## config.mk

```make
export PLATFORM = sky130hd
export DESIGN_NAME = nibble_rr_arbiter_flat
export DESIGN_NICKNAME = d
export VERILOG_FILES = /design/src/rtl/nibble_rr_arbiter_pkg.sv /design/src/rtl/nibble_rr_arbiter_if.sv /design/src/rtl/nibble_grant_fsm.sv /design/src/rtl/nibble_rr_arbiter.sv /design/src/flat_wrapper.sv
export SDC_FILE = /design/constraint.sdc
export NUM_CORES = 1
export LEC_CHECK = 0
export BUFFER_PORTS_ARGS = -buffer_cell sky130_fd_sc_hd__buf_4
export CELL_PAD_IN_SITES_DETAIL_PLACEMENT = 0
export CELL_PAD_IN_SITES_GLOBAL_PLACEMENT = 2
export CORE_UTILIZATION = 35
export DETAILED_ROUTE_END_ITERATION = 12
export GPL_TIMING_DRIVEN = 0
export PLACE_DENSITY_LB_ADDON = 0.15
export SLEW_MARGIN = 0
export SYNTH_ARGS = -nofsm -noshare
export SYNTH_HDL_FRONTEND = slang
export SYNTH_SLANG_ARGS = --single-unit
```

## constraint.sdc

```tcl
create_clock -name clk -period 4.6 [get_ports clk]
set_input_delay 0.69 -clock clk [delete_from_list [all_inputs] [get_ports clk]]
set_output_delay 0.69 -clock clk [all_outputs]
set_load 0.01 [all_outputs]
```

## src/rtl/nibble_rr_arbiter_pkg.sv

```systemverilog
// nibble_arb_pkg: shared state encoding, source tags and default sizes for the nibble arbiter
package nibble_arb_pkg;
  localparam int DATA_W_DEF = 4;
  localparam int MAX_BURST_DEF = 4;
  localparam int CNT_W_DEF = 8;
  localparam logic SRC_A = 1'b1;
  localparam logic SRC_B = 1'b0;
  typedef enum logic [1:0] {IDLE, SERVE_A, SERVE_B} state_t;
endpackage

```

## src/rtl/nibble_rr_arbiter_if.sv

```systemverilog
// nibble_rr_arbiter_if: both producer channels, the output channel and the transfer counters
interface nibble_rr_arbiter_if import nibble_arb_pkg::*; #(
  parameter int DATA_W = DATA_W_DEF,
  parameter int CNT_W = CNT_W_DEF
);
  logic [DATA_W-1:0] a_data;
  logic a_valid;
  logic a_ready;
  logic [DATA_W-1:0] b_data;
  logic b_valid;
  logic b_ready;
  logic [DATA_W-1:0] out_data;
  logic out_valid;
  logic out_ready;
  logic sel;
  logic [CNT_W-1:0] a_xfer_cnt;
  logic [CNT_W-1:0] b_xfer_cnt;
  modport slave (
    input a_data, a_valid, b_data, b_valid, out_ready,
    output a_ready, b_ready, out_data, out_valid, sel, a_xfer_cnt, b_xfer_cnt
  );
  modport master (
    output a_data, a_valid, b_data, b_valid, out_ready,
    input a_ready, b_ready, out_data, out_valid, sel, a_xfer_cnt, b_xfer_cnt
  );
endinterface

```

## src/rtl/nibble_grant_fsm.sv

```systemverilog
// nibble_grant_fsm: round-robin grant with a bounded burst so neither source can starve the other
module nibble_grant_fsm import nibble_arb_pkg::*; #(
  parameter int MAX_BURST = MAX_BURST_DEF
) (
  input  logic clk,
  input  logic reset_n,
  input  logic a_valid,
  input  logic b_valid,
  input  logic slot_free,
  output logic grant_a,
  output logic grant_b
);
  localparam int BW = $clog2(MAX_BURST + 1);
  state_t state;
  logic last_src;
  logic [BW-1:0] burst_cnt;
  logic under, keep_a, keep_b, xfer_a, xfer_b;
  assign under = burst_cnt < BW'(MAX_BURST);
  assign keep_a = a_valid & (under | ~b_valid);
  assign keep_b = b_valid & (under | ~a_valid);
  assign xfer_a = grant_a & slot_free;
  assign xfer_b = grant_b & slot_free;
  // grant decode: grants imply the source is valid, so at most one is ever high
  always_comb begin
    grant_a = state == IDLE ? a_valid & (~b_valid | last_src == SRC_B) :
              state == SERVE_A ? keep_a : a_valid & ~keep_b;
    grant_b = b_valid & ~grant_a;
  end
  // arbitration state advances only when the output slot can take a word
  always_ff @(posedge clk or negedge reset_n) begin
    if (!reset_n) begin
      state <= IDLE;
      last_src <= SRC_B;
      burst_cnt <= '0;
    end else if (xfer_a | xfer_b) begin
      state <= xfer_a ? SERVE_A : SERVE_B;
      last_src <= xfer_a;
      burst_cnt <= xfer_a == last_src ? (under ? burst_cnt + BW'(1) : burst_cnt) : BW'(1);
    end else if (slot_free) begin
      state <= IDLE;
      burst_cnt <= '0;
    end
  end
endmodule

```

## src/rtl/nibble_rr_arbiter.sv

```systemverilog
// nibble_rr_arbiter: merges two 4-bit valid/ready producers into one registered, source-tagged output
module nibble_rr_arbiter import nibble_arb_pkg::*; #(
  parameter int DATA_W = DATA_W_DEF,
  parameter int MAX_BURST = MAX_BURST_DEF,
  parameter int CNT_W = CNT_W_DEF
) (
  input logic clk,
  input logic reset_n,
  nibble_rr_arbiter_if.slave bus
);
  logic slot_free, grant_a, grant_b, take_a, take_b;
  logic [DATA_W-1:0] out_data;
  logic out_valid, sel;
  logic [CNT_W-1:0] a_cnt, b_cnt;
  assign slot_free = ~out_valid | bus.out_ready;
  assign take_a = reset_n & slot_free & grant_a;
  assign take_b = reset_n & slot_free & grant_b;
  assign bus.a_ready = take_a;
  assign bus.b_ready = take_b;
  assign bus.out_data = out_data;
  assign bus.out_valid = out_valid;
  assign bus.sel = sel;
  assign bus.a_xfer_cnt = a_cnt;
  assign bus.b_xfer_cnt = b_cnt;
  nibble_grant_fsm #(.MAX_BURST(MAX_BURST)) u_fsm (
    .clk(clk),
    .reset_n(reset_n),
    .a_valid(bus.a_valid),
    .b_valid(bus.b_valid),
    .slot_free(slot_free),
    .grant_a(grant_a),
    .grant_b(grant_b)
  );
  // output register: load on accept, drop valid once drained with nothing to replace it
  always_ff @(posedge clk or negedge reset_n) begin
    if (!reset_n) begin
      out_data <= '0;
      out_valid <= 1'b0;
      sel <= SRC_B;
    end else if (take_a | take_b) begin
      out_data <= take_a ? bus.a_data : bus.b_data;
      out_valid <= 1'b1;
      sel <= take_a ? SRC_A : SRC_B;
    end else if (bus.out_ready) begin
      out_valid <= 1'b0;
    end
  end
  // wrapping per-source accept counters
  always_ff @(posedge clk or negedge reset_n) begin
    if (!reset_n) begin
      a_cnt <= '0;
      b_cnt <= '0;
    end else begin
      a_cnt <= a_cnt + CNT_W'(take_a);
      b_cnt <= b_cnt + CNT_W'(take_b);
    end
  end
endmodule
```

## src/flat_wrapper.sv

```systemverilog
// flat-port wrapper written by rule: the top's interface ports become plain ports
module nibble_rr_arbiter_flat import nibble_arb_pkg::*;
#(
  parameter int DATA_W = DATA_W_DEF,
  parameter int MAX_BURST = MAX_BURST_DEF,
  parameter int CNT_W = CNT_W_DEF
)
  (clk, reset_n, bus_a_data, bus_a_valid, bus_b_data, bus_b_valid, bus_out_ready, bus_a_ready, bus_b_ready, bus_out_data, bus_out_valid, bus_sel, bus_a_xfer_cnt, bus_b_xfer_cnt);
  nibble_rr_arbiter_if #(.DATA_W(DATA_W), .CNT_W(CNT_W)) bus_i ();
  input logic clk;
  input logic reset_n;
  input wire logic [$bits(bus_i.a_data)-1:0] bus_a_data;
  input wire logic [$bits(bus_i.a_valid)-1:0] bus_a_valid;
  input wire logic [$bits(bus_i.b_data)-1:0] bus_b_data;
  input wire logic [$bits(bus_i.b_valid)-1:0] bus_b_valid;
  input wire logic [$bits(bus_i.out_ready)-1:0] bus_out_ready;
  output wire logic [$bits(bus_i.a_ready)-1:0] bus_a_ready;
  output wire logic [$bits(bus_i.b_ready)-1:0] bus_b_ready;
  output wire logic [$bits(bus_i.out_data)-1:0] bus_out_data;
  output wire logic [$bits(bus_i.out_valid)-1:0] bus_out_valid;
  output wire logic [$bits(bus_i.sel)-1:0] bus_sel;
  output wire logic [$bits(bus_i.a_xfer_cnt)-1:0] bus_a_xfer_cnt;
  output wire logic [$bits(bus_i.b_xfer_cnt)-1:0] bus_b_xfer_cnt;
  assign bus_i.a_data = bus_a_data;
  assign bus_i.a_valid = bus_a_valid;
  assign bus_i.b_data = bus_b_data;
  assign bus_i.b_valid = bus_b_valid;
  assign bus_i.out_ready = bus_out_ready;
  assign bus_a_ready = bus_i.a_ready;
  assign bus_b_ready = bus_i.b_ready;
  assign bus_out_data = bus_i.out_data;
  assign bus_out_valid = bus_i.out_valid;
  assign bus_sel = bus_i.sel;
  assign bus_a_xfer_cnt = bus_i.a_xfer_cnt;
  assign bus_b_xfer_cnt = bus_i.b_xfer_cnt;
  nibble_rr_arbiter #(.DATA_W(DATA_W), .MAX_BURST(MAX_BURST), .CNT_W(CNT_W)) u_core (.clk(clk), .reset_n(reset_n), .bus(bus_i));
endmodule
```

==> flow_summary.toml <==
[logic_synthesis]
ys_ff_latch = 28
post_synth_inst_count = 141
seq_area_frac_synth = 0.474
synthesis.area_um2 = 1480
syn_area_per_cell_um2 = 10.5
ys_async_sr_fraction = 1.00
net_count_after_synthesis = 159
dominantRegCellSynth = "sky130_fd_sc_hd__dfrtp_1"
ys_types = 37
synth-edff-count = 0
synthesis.yosys.warnings = 0

[sta]
finalMaxSlewViolations = 0
relSlewSlack = 0.702
grt_setup_unrepaired = "no"
tightest_slew_ps = 444
hold-worst-slack_ps = 341
timing.final.setup_violations = 0
clock.fmax_mhz = 407
final.period_utilization = 0.534
timing.final.crit_period_ps = 2460
final-hold-violation-count = 0
finalClockSkew_ps = 7.35
finalSetupTns_ps = 0

[die]
fp.coreArea_um2 = 4030
die_area_um2 = 4490
floorplan.die.width_um = 67.0
initial_utilization = 0.367
placementRows = 23
floorplan.die.height_um = 67.0
pin_count = 37

[critical_path]
crit_required_ps = 3910
crit_path_max_fanout = 10
setup.reg_to_reg.worst_slack_ps = 2420
buf_inv_on_cp = 3
slowest_delay_ps = 260
start_kind = "input port"
cell_chain_critical_path = "buf_4 > nand2b_1 > buf_2 > and2_1 > nand2_1 > nor2_1 > buf_4"
crit_family = "simple AND/OR/NAND/NOR gates"
cp_dominant_cell_by_count = "sky130_fd_sc_hd__buf_4"
crit_type = "input port to output port"
worstRegToRegCells = 9
worst_reg2reg_endpoint = "u_core.bus.b_xfer_cnt[6]$_DFF_PN0_"
critical_path_slowest_stage_cell = "sky130_fd_sc_hd__and2_1"
worstReg2RegStart = "u_core.u_fsm.state[0]$_DFFE_PN0P_"
worst_ep_arrival_time_ps = 1770
type_of_element_capturing_the_critical_path = "output port"

[layout]
fin_area_um2 = 1870
areaGrowthSynthToFinish_pct = 26.2
fin_util = 0.463
finish.net_count = 200
insertedDiodeCount = 0
final_layout_size_suffix_gt1_frac = 0.298
final-instance-count-excl-fill = 231

[drt]
drc = 0
1st_iter_drt_viols = 61
routed_via_density = 5.05
antenna_left = 0
num_vias = 1167
routed_wire_length_per_instance_um = 13.0
totalWireLength_mm = 3.00
firstDrtPassIters = 4

[power]
clkPwrFrac = 0.184
total_switching_power_mw = 0.270
internal-power_mw = 0.540
sw_frac_of_total = 0.334
p_leak_nw = 0.900
power.share.sequential = 0.465
cellPowerDensity_nw_per_um2 = 434
worst_ir_drop_vdd_mv = 0.150
comb_power_share = 0.351

[grt]
via_count_of_the_first_global_routing_pass = 1175
grt_util_all_layers = 0.151
grt_start_max_net_pins = 33
grt_pass1_wl_mm = 5.15
global_route.overflow_total = 0
antenna_found_initial = 0

[outcome]
outcome = "finished, final reports clean"

[cts]
cts.path.max_buffers = 2
hold_fix_buffers_cts = 0
clk_root_buffer_cell = "sky130_fd_sc_hd__clkbuf_8"
cts_made_buffers = 3
total_number_of_h_tree_levels = 1
tritoncts = "yes"
cts.repair_timing.setup_buffer_count = 0
cts.reportedPaths.clkPinSlew_ps = 90
clock_latency_ps = 270
clock_sink_count = 28
cts_resized = 0

[placed_design]
half_perimeter_wire_length_of_the_detailed_placement_result_mm = 2.33
gp_congestion = 0.882
place.detailed.instances = 227
port-buffer-count = 36
placement.cell_area_um2 = 1810

[hold_path]
hold_path.class = "input port to async pin"

[flow_run]
drv_cap = 0
-- final cells by class --
class                           count  area (um2)
Clock buffer                        4        55.1
Tap cell                           50        62.6
Multi-Input combinational cell    103         724
Timing Repair Buffer               36         270
Fill cell                         417        2160
Buffer                              5        33.8
Sequential cell                    28         701
Inverter                            5        18.8
-- per-layer routing --
layer | track usage | part of all wire | vias to the layer above
met5 | 0 | 0 | -
met4 | 0.0718 | 0.022 | 0
met3 | 0.0103 | 0.039 | 6
met2 | 0.263 | 0.48 | 35
met1 | 0.188 | 0.46 | 552
li1 | - | - | 574
-- cell families after synthesis --
group / count (synthesis) / share of synthesized area
and+or+nand+nor: 51 / 0.184
AOI/OAI and AO/OA: 30 / 0.150
DFF: 28 / 0.474
xor gates and xnor gates: 12 / 0.0711
buffers and inverters: 10 / 0.0356
muxes: 5 / 0.0432
adders and majority gates: 5 / 0.0423
-- state kept, by name (all words and copies together), names as in the netlist --
signal / cells
u_core.u_fsm.state: 2
u_core.u_fsm.burst_cnt: 3
u_core.bus.a_xfer_cnt: 8
u_core.bus.out_valid: 1
u_core.bus.sel: 1
u_core.bus.b_xfer_cnt: 8
u_core.u_fsm.last_src: 1
u_core.bus.out_data: 4
-- stage by stage --
step | worst slack (ps) | total power, mW
finish | 2140 | 0.810
global route | 2020 | 0.872
CTS | 2110 | 0.821
detailed placement | 2040 | 0.672
global placement | 2090 | 0.660
floorplan | 2300 | 0.536
-- Yosys cell counts (3+ instances only) --
library cell               instances  area, um2
sky130_fd_sc_hd__nand2_1          18       67.6
sky130_fd_sc_hd__o21ai_2           3       26.3
sky130_fd_sc_hd__nand3b_1          3       22.5
sky130_fd_sc_hd__inv_1             5       18.8
sky130_fd_sc_hd__ha_1              5       62.6
sky130_fd_sc_hd__xor2_1            4       35.0
sky130_fd_sc_hd__nand3_1           7       35.0
sky130_fd_sc_hd__o22ai_1           3       18.8
sky130_fd_sc_hd__dfrtp_1          28        701
sky130_fd_sc_hd__o21ai_0           5       25.0
sky130_fd_sc_hd__a21oi_1           7       35.0
sky130_fd_sc_hd__xnor2_1           8       70.1
sky130_fd_sc_hd__buf_2             3       15.0
sky130_fd_sc_hd__nand2b_1          7       43.8
sky130_fd_sc_hd__nor2_1            7       26.3
-- how the worst max path moves through the flow --
stage,from,endpoint,slack [ps],depth (start not counted)
final,bus_out_ready,bus_b_ready,2140,7
after global routing,reset_n,bus_b_ready,2020,5
after CTS,reset_n,bus_b_ready,2110,5
after detailed placement,reset_n,u_core.bus.a_xfer_cnt[6]$_DFF_PN0_,2040,8
after global placement,reset_n,u_core.bus.a_xfer_cnt[6]$_DFF_PN0_,2090,8
after floorplan,bus_out_ready,u_core.bus.b_xfer_cnt[6]$_DFF_PN0_,2300,10
-- power by group through the flow --
stage / Combinational, mW / Sequential (mW) / Clock, mW
floorplan: 0.142 / 0.394 / 0
global placement: 0.283 / 0.377 / 0
detailed placement: 0.290 / 0.382 / 0
CTS: 0.290 / 0.377 / 0.154
global route: 0.319 / 0.389 / 0.163
finish: 0.285 / 0.376 / 0.149
-- cell usage in the layout, fill, tap and decap left out, types with 4 or more instances in the layout --
cell type,count
sky130_fd_sc_hd__nand2b_1,7
sky130_fd_sc_hd__buf_4,37
sky130_fd_sc_hd__inv_1,5
sky130_fd_sc_hd__a21oi_1,7
sky130_fd_sc_hd__o21ai_0,5
sky130_fd_sc_hd__nand2_1,18
sky130_fd_sc_hd__nor2_1,7
sky130_fd_sc_hd__ha_1,5
sky130_fd_sc_hd__nand3_1,7
sky130_fd_sc_hd__clkbuf_8,4
sky130_fd_sc_hd__xnor2_1,8
sky130_fd_sc_hd__dfrtp_1,28
sky130_fd_sc_hd__xor2_1,4
(Power assumes the default switching activity.)
